<file path="src/rtl/rf_wb_arbiter.sv">
// Register-file write-port arbiter.
// Port A (pipeline writeback) is zero-latency. Port B (multi-cycle unit) results
// are buffered in a small FIFO. A starvation counter bounds how long a non-empty
// FIFO can wait behind port A. pend_mask reports the destinations still queued.
module rf_wb_arbiter #(
    parameter int DEPTH      = 4,
    parameter int STARVE_MAX = 3
) (
    input  logic        clk,
    input  logic        reset,
    input  logic        wb_valid,
    input  logic [4:0]  wb_wr,
    input  logic [31:0] wb_wd,
    output logic        wb_stall,
    input  logic        mc_valid,
    output logic        mc_ready,
    input  logic [4:0]  mc_wr,
    input  logic [31:0] mc_wd,
    output logic        rf_write,
    output logic [4:0]  rf_wr,
    output logic [31:0] rf_wd,
    output logic [31:0] pend_mask
);

    localparam int PTR_W = (DEPTH > 1) ? $clog2(DEPTH) : 1;
    localparam int CNT_W = PTR_W + 1;
    localparam int SC_W  = (STARVE_MAX > 0) ? $clog2(STARVE_MAX + 1) : 1;

    localparam logic [CNT_W-1:0] DEPTH_C  = CNT_W'(DEPTH);
    localparam logic [SC_W-1:0]  STARVE_C = SC_W'(STARVE_MAX);

    // FIFO storage and control state
    logic [4:0]       mem_wr_q [DEPTH];
    logic [4:0]       mem_wr_d [DEPTH];
    logic [31:0]      mem_wd_q [DEPTH];
    logic [31:0]      mem_wd_d [DEPTH];
    logic [PTR_W-1:0] rd_ptr_q, rd_ptr_d;
    logic [PTR_W-1:0] wr_ptr_q, wr_ptr_d;
    logic [CNT_W-1:0] count_q, count_d;
    logic [SC_W-1:0]  starve_q, starve_d;

    logic fifo_empty_s;
    logic fifo_full_s;
    logic a_req_s;
    logic a_win_s;
    logic b_win_s;
    logic push_s;
    logic pop_s;

    // Grant decision: A writes with wr==0 are not requests, so they never block B
    always_comb begin
        fifo_empty_s = (count_q == {CNT_W{1'b0}});
        fifo_full_s  = (count_q == DEPTH_C);
        a_req_s      = wb_valid && (wb_wr != 5'd0);
        if (fifo_empty_s) begin
            b_win_s = 1'b0;
        end else if (!a_req_s) begin
            b_win_s = 1'b1;
        end else if (fifo_full_s || (starve_q == STARVE_C)) begin
            b_win_s = 1'b1;
        end else begin
            b_win_s = 1'b0;
        end
        a_win_s = a_req_s && !b_win_s;
    end

    // Write-port and handshake outputs; reset forces everything quiet at once
    always_comb begin
        rf_write = 1'b0;
        rf_wr    = 5'd0;
        rf_wd    = 32'd0;
        wb_stall = 1'b0;
        mc_ready = 1'b0;
        if (reset) begin
            rf_write = 1'b0;
        end else begin
            mc_ready = !fifo_full_s;
            wb_stall = a_req_s && b_win_s;
            if (b_win_s) begin
                rf_write = 1'b1;
                rf_wr    = mem_wr_q[rd_ptr_q];
                rf_wd    = mem_wd_q[rd_ptr_q];
            end else if (a_win_s) begin
                rf_write = 1'b1;
                rf_wr    = wb_wr;
                rf_wd    = wb_wd;
            end else begin
                rf_write = 1'b0;
            end
        end
    end

    // Pending mask: one-hot destination of every occupied slot, head included
    always_comb begin
        logic [PTR_W-1:0] off;
        pend_mask = 32'd0;
        off       = {PTR_W{1'b0}};
        for (int i = 0; i < DEPTH; i++) begin
            off = PTR_W'(i) - rd_ptr_q;
            if (!reset && ({1'b0, off} < count_q)) begin
                pend_mask[mem_wr_q[i]] = 1'b1;
            end else begin
                pend_mask = pend_mask;
            end
        end
    end

    // Next-state: FIFO push/pop, pointer wrap, starvation counter
    always_comb begin
        push_s   = mc_valid && mc_ready && (mc_wr != 5'd0);
        pop_s    = b_win_s;
        mem_wr_d = mem_wr_q;
        mem_wd_d = mem_wd_q;
        if (push_s) begin
            mem_wr_d[wr_ptr_q] = mc_wr;
            mem_wd_d[wr_ptr_q] = mc_wd;
            wr_ptr_d           = wr_ptr_q + PTR_W'(1);
        end else begin
            wr_ptr_d = wr_ptr_q;
        end
        if (pop_s) begin
            rd_ptr_d = rd_ptr_q + PTR_W'(1);
        end else begin
            rd_ptr_d = rd_ptr_q;
        end
        case ({push_s, pop_s})
            2'b10:   count_d = count_q + CNT_W'(1);
            2'b01:   count_d = count_q - CNT_W'(1);
            default: count_d = count_q;
        endcase
        if (fifo_empty_s || b_win_s) begin
            starve_d = {SC_W{1'b0}};
        end else if (a_win_s && (starve_q != STARVE_C)) begin
            starve_d = starve_q + SC_W'(1);
        end else begin
            starve_d = starve_q;
        end
    end

    // State registers with asynchronous active-high reset
    always_ff @(posedge clk or posedge reset) begin
        if (reset) begin
            for (int i = 0; i < DEPTH; i++) begin
                mem_wr_q[i] <= 5'd0;
                mem_wd_q[i] <= 32'd0;
            end
            rd_ptr_q <= {PTR_W{1'b0}};
            wr_ptr_q <= {PTR_W{1'b0}};
            count_q  <= {CNT_W{1'b0}};
            starve_q <= {SC_W{1'b0}};
        end else begin
            mem_wr_q <= mem_wr_d;
            mem_wd_q <= mem_wd_d;
            rd_ptr_q <= rd_ptr_d;
            wr_ptr_q <= wr_ptr_d;
            count_q  <= count_d;
            starve_q <= starve_d;
        end
    end

endmodule

</file>
<file path="config.mk">
export PLATFORM = sky130hd
export DESIGN_NAME = rf_wb_arbiter
export DESIGN_NICKNAME = d
export VERILOG_FILES = /design/src/rtl/rf_wb_arbiter.sv
export SDC_FILE = /design/constraint.sdc
export NUM_CORES = 1
export LEC_CHECK = 0
export CAP_MARGIN = 20
export CORE_MARGIN = 2
export CORE_UTILIZATION = 50
export CTS_CLUSTER_SIZE = 40
export DETAILED_ROUTE_END_ITERATION = 10
export GPL_ROUTABILITY_DRIVEN = 0
export HOLD_SLACK_MARGIN = 0.06
export PLACE_DENSITY = 0.79
export SYNTH_ARGS = -nofsm -noshare
export SYNTH_HDL_FRONTEND = slang
export SYNTH_SLANG_ARGS = --single-unit
</file>
<file path="constraint.sdc">
create_clock -name clk -period 10.7 [get_ports clk]
set_input_delay 1.605 -clock clk [delete_from_list [all_inputs] [get_ports clk]]
set_output_delay 1.605 -clock clk [all_outputs]
set_load 0.005 [all_outputs]
</file>
; Yosys cells after proc, flatten, opt, wreduce, memory -nomap -nowiden
; Cells that the tools add are included.
[classes]
n_bitwise = 5
magnitude_cmp = 15
muxes = 41
eq_ne = 5
n_reduce_logical = 25
addsub = 9
[op_table]
columns = op, n
row1 = $mux 32, 10
row2 = $bwmux 128, 1
row3 = $or 32x32->32, 3
row4 = $bmux 32 s2, 1
row5 = $demux 32 s2, 1
row6 = $mux 5, 6
row7 = $lt 5x6->1 const B, 4
row8 = $bwmux 20, 1
row9 = $demux 1 s5, 4
row10 = $ge 5x1->1 const B, 4
row11 = $logic_and 1x1->1, 15
row12 = $lt 2x3->1, 4
row13 = $mux 1, 12
row14 = $bmux 5 s2, 1
row15 = $demux 5 s2, 1
row16 = $reduce_bool 5->1, 2
row17 = $add 2x1->2 const B, 3
row18 = $ge 3x3->1 const B, 2
row19 = $not 2->3, 2
row20 = $pmux 3 s2, 1
row21 = $eq 2x2->1 const B, 2
row22 = $mux 2, 2
row23 = $reduce_bool 2->1, 2
row24 = $sub 1x2->2 const A, 2
row25 = 10 further kinds, 14
[totals]
register_bits = 157
input_bits = 78

; Depth between registers and ports, before layout
[logic_depth]
word_depth = 11
depth_mapped = 11
mapped_depth_nobuf = 10

; Worst setup path before layout
; Ideal clock, no wire load.
[synth_path]
path_kind = input-to-output
start = in reset
end = out pend_mask[22]
path_slack_ns = 1.683
arrival_ns = 7.412
stages = 5
cell_sequence = buf_2 clkinv_1 nand4b_1 o22ai_1 a211o_1
[synth_between]
elab_chain_cells = 9
[synth_rtl]
columns = item, line_no
row1 = start: declaration, 10  ; input logic reset,
row2 = $logic_not 1->1 (no line) *, --
row3 = $logic_and 1x1->1, 100  ; if (!reset && ({1'b0, off} < count_q)) begin
row4 = $mux 32, 100
row5 = $or 32x32->32 (no line), --
row6 = $mux 32, 100
row7 = $or 32x32->32 (no line), --
row8 = $mux 32, 100
row9 = $or 32x32->32 (no line), --
row10 = $mux 32 *, 100
row11 = end: declaration, 22  ; output logic [31:0] pend_mask
; Every way passes the cells marked *; elsewhere a longest branch is shown, timed or not.

; Final worst setup path
[layout_path]
start = in reset
end = out pend_mask[31]
; Same word-level chain as after synthesis.

==> reports/results.md <==
| Metric | Reported | Unit |
| --- | --- | --- |
| Total nets after synthesis | 764 | - |
| Grt total ovfl | 0 | - |
| HPWL after detailed placement | 15150 | um |
| Power density normalized to cell area | 289.0 | mW/mm2 |
| Post-Route Setup TNS | 0 | ps |
| Height of the die | 137.0 | um |
| IO buf count | 149 | - |
| Summed instance area of the synthesized netlist | 0.008838 | mm2 |
| Post-synth EDFFs | 0 | - |
| Area delta synth->final | 22.37 | % |
| Number of buffers inserted during clock tree synthesis | 17 | - |
| Post-route DRC | 0 | - |
| Gr usage total | 24.95 | % |
| Root Buffer | clkbuf_16 | - |
| DR WL/cell | 21.68 | um |
| Cell depth of the worst hold path | 1 | - |
| Transition time at the pin with the least slew margin | 1129 | ps |
| Path depth of the worst reg2reg path | 4 | - |
| Adder-Cell Fraction of Synth Area | 1.642 | % |
| Remaining antenna violation count after routing | 0 | - |
| Critical Path End Type | output port | - |
| Kind of launch point of the worst setup path | input port | - |
| Sequential fraction of the synthesis area | 44.45 | % |
| Final Max Slew Viols | 0 | - |
| Data required time at the worst endpoint | 9100 | ps |
| Min Tclk post-route | 6650 | ps |
| Top cells by area, synth | dfrtp_1, mux2_1, mux4_2 | - |
| Final number of setup-violating endpoints | 0 | - |
| Startpoint of the most critical hold path | starve_q[0] | - |
| Static leakage | 4.431 | nW |
| Initial cell density of the core | 51.10 | % |
| Largest family of logic cells by synthesized area | multiplexers | - |
| Detailed-routing iteration count for the pre-antenna-repair pass | 5 | - |
| Setup Skew | 9.341 | ps |
| Cell accounting for the most synthesized area | dfrtp_1 | - |
| Hold-critical path endpoint | starve_q[0] | - |
| Tightest Hold Check Type | flip-flop to flip-flop | - |
| Final Util | 62.53 | % |
| Maximum clock frequency | 0.1504 | GHz |
| Count of state elements after synthesis | 157 | - |
| Maximum number of pins on one net before global-route repair | 97 | - |
| Number of DRC violations after detailed-routing iteration 0 | 544 | - |
| Clock tree from TritonCTS | built | - |
| Die width | 137.0 | um |
| Worst r2r src | count_q[2] | - |
| Number of distinct standard cells referenced by the synthesized netlist | 63 | - |
| Unrepaired setup endpoints after global routing | no | - |
| Final #Nets | 884 | - |
| Post-Layout Inst Area | 0.01082 | mm2 |
| Most used flip-flop cell after synthesis | dfrtp_1 | - |
| Final wirelength | 22390 | um |
| Setup slack of the most critical reg-to-reg path | 8010 | ps |
| Post-placement cell area | 0.01029 | mm2 |
| Compound-gate portion of the synthesized area | 10.97 | % |
| Data arrival, critical path | 5040 | ps |
| Max-Cap Viols | 0 | - |
| Core footprint | 0.01730 | mm2 |
| Number of cells produced by synthesis | 675 | - |
| CTS max path bufs | 2 | - |
| Max H-tree Level | 4 | - |
| Number of hold violations in the final report | 0 | - |
| Maximum resistive drop on vdd | 145.4 | uV |
| Avg Synthesized Cell Area | 13.09 | um2 |
| Worst-skew pair later-pin latency | 420 | ps |
| TritonCTS sink count | 157 | - |
| Vias in the first global route | 6806 | - |
| Max-slew headroom | 24.47 | % |
| Post-cts hold buffer count | 0 | - |
| Reg clk slew, reported paths | 60 | ps |
| Number of gates resized after cts | 0 | - |
| Number of vias per cell | 6.319 | - |
| Maximum fanout along the worst path | 96 | - |
| Portion of netlist area occupied by mux cells | 28.28 | % |
| Antenna diode count | 0 | - |
| Final clock period utilization by the worst path | 62.15 | % |
| Standard-cell row count | 48 | - |
| Fraction of synthesis flops using an asynchronous set or reset pin | 100.0 | % |
| Post-CTS repair timing setup buffer count | 0 | - |
| Top-area cell type share of the netlist area | 44.45 | % |
| Io pins | 150 | - |
| WHS | 461.6 | ps |
| Xor/xnor cell area share of the yosys netlist | 0.6937 | % |
| Status | finished, final reports clean | - |
| Fraction of layout cells with a size suffix above 1 | 15.84 | % |
| Global-route wire length before repair | 36130 | um |
| Simple-gate share of the synthesized area | 9.131 | % |
| Initial antenna violation count | 0 | - |
| WS Path Type | input port to output port | - |
| Yosys warnings | 0 | - |
| Detailed-route via count | 6528 | - |
| Reg2Reg Capture Point | mem_wr_q[10] | - |
| Die Area | 0.01876 | mm2 |
## metrics by stage
| stage | instances | power (mW) | setup WS (ps) |
|---|---|---|---|
| after global placement | 1001 | 2.497 | 4204 |
| after floorplan | 675 | 2.079 | 1683 |
| final | 1033 | 3.125 | 4050 |
| after detailed placement | 1001 | 2.590 | 4079 |
| after global routing | 1033 | 3.312 | 3757 |
| after CTS | 1033 | 3.134 | 4057 |
## critical path, stage by stage
cell and delay [ps]:
clkdlybuf4s50_1 980, inv_6 920, o2111ai_1 530, o22a_1 340
o221ai_1 80, clkdlybuf4s50_1 550
## Yosys cell counts (all sizes together), types with 2 or more instances
cell / number
a211o: 17
a21oi: 7
a22o: 37
a22oi: 2
and2: 4
and3: 8
and3b: 2
buf: 37
clkbuf: 15
dfrtp: 157
ha: 10
inv: 17
mux2: 148
mux4: 37
nand2: 13
nand3: 14
nand3b: 9
nand4: 2
nand4b: 3
nor2: 16
nor3: 25
nor3b: 5
nor4: 5
nor4b: 4
o211ai: 7
o21ai: 8
o21ba: 2
o221ai: 8
o22a: 8
o22ai: 9
o2bb2ai: 4
or2: 4
or3: 6
or3b: 5
xnor2: 4
xor2: 3
## where the power goes
group | total (mW) | switching, mW | leakage [nW] | internal, mW
clock | 0.534 | 0.232 | 0.254 | 0.302
sequential | 1.15 | 0.261 | 1.90 | 0.891
combinational | 1.44 | 0.649 | 2.28 | 0.790
total | 3.13 | 1.14 | 4.43 | 1.98
## cell usage in the layout, fill, tap and decap left out, types with 10 or more instances in the layout
cell / synthesis / final
nor2_1: 14 / 14
mux4_2: 37 / 37
inv_1: 17 / 17
nand2_1: 13 / 13
mux2_2: 28 / 28
clkdlybuf4s50_1: 0 / 149
nor3_1: 25 / 25
mux2_1: 120 / 120
dfrtp_1: 157 / 155
ha_1: 10 / 10
a211o_1: 17 / 17
a22o_1: 37 / 37
nand3_1: 14 / 14
clkbuf_16: 0 / 17
## per-layer routing
layer	vias up	track usage, %	share of wire [%]
li1	2839	-	-
met1	3289	32.31	41
met2	340	41.60	49
met3	60	5.333	7.4
met4	0	8.820	2.1
met5	-	0	0
## layout make-up
| class | instances | area [um2] |
|---|---|---|
| repair buffers | 153 | 1521 |
| multi-input cells | 448 | 4488 |
| inverters | 18 | 72.57 |
| flip-flops and latches | 157 | 3931 |
| clock inverters | 10 | 66.31 |
| clock buffers | 22 | 454.2 |
| fillers | 1314 | 6481 |
| well taps | 225 | 281.5 |
## cell families after synthesis
group / Yosys count
flip-flops: 157
buffers and inverters: 70
adder cells (fa/ha/maj): 11
XOR/XNOR: 7
AND/OR/NAND/NOR: 128
multiplexers: 185
AO/OA/AOI/OAI: 117
## flip-flops by register name, indices dropped and copies added (netlist names)
signal,count
mem_wd_q,128
mem_wr_q,20
rd_ptr_q,2
wr_ptr_q,2
count_q,3
starve_q,2
## how the worst max path moves through the flow
stage          start             to  slack, ps  cells after the start
2_1_floorplan  reset  pend_mask[22]       1680                      5
3_3_place_gp   reset  pend_mask[19]       4200                      6
3_5_place_dp   reset  pend_mask[31]       4080                      6
4_1_cts        reset  pend_mask[31]       4060                      6
5_1_grt        reset  pend_mask[19]       3760                      6
6_report       reset  pend_mask[31]       4050                      6
Power figures use the tool's default switching activity.
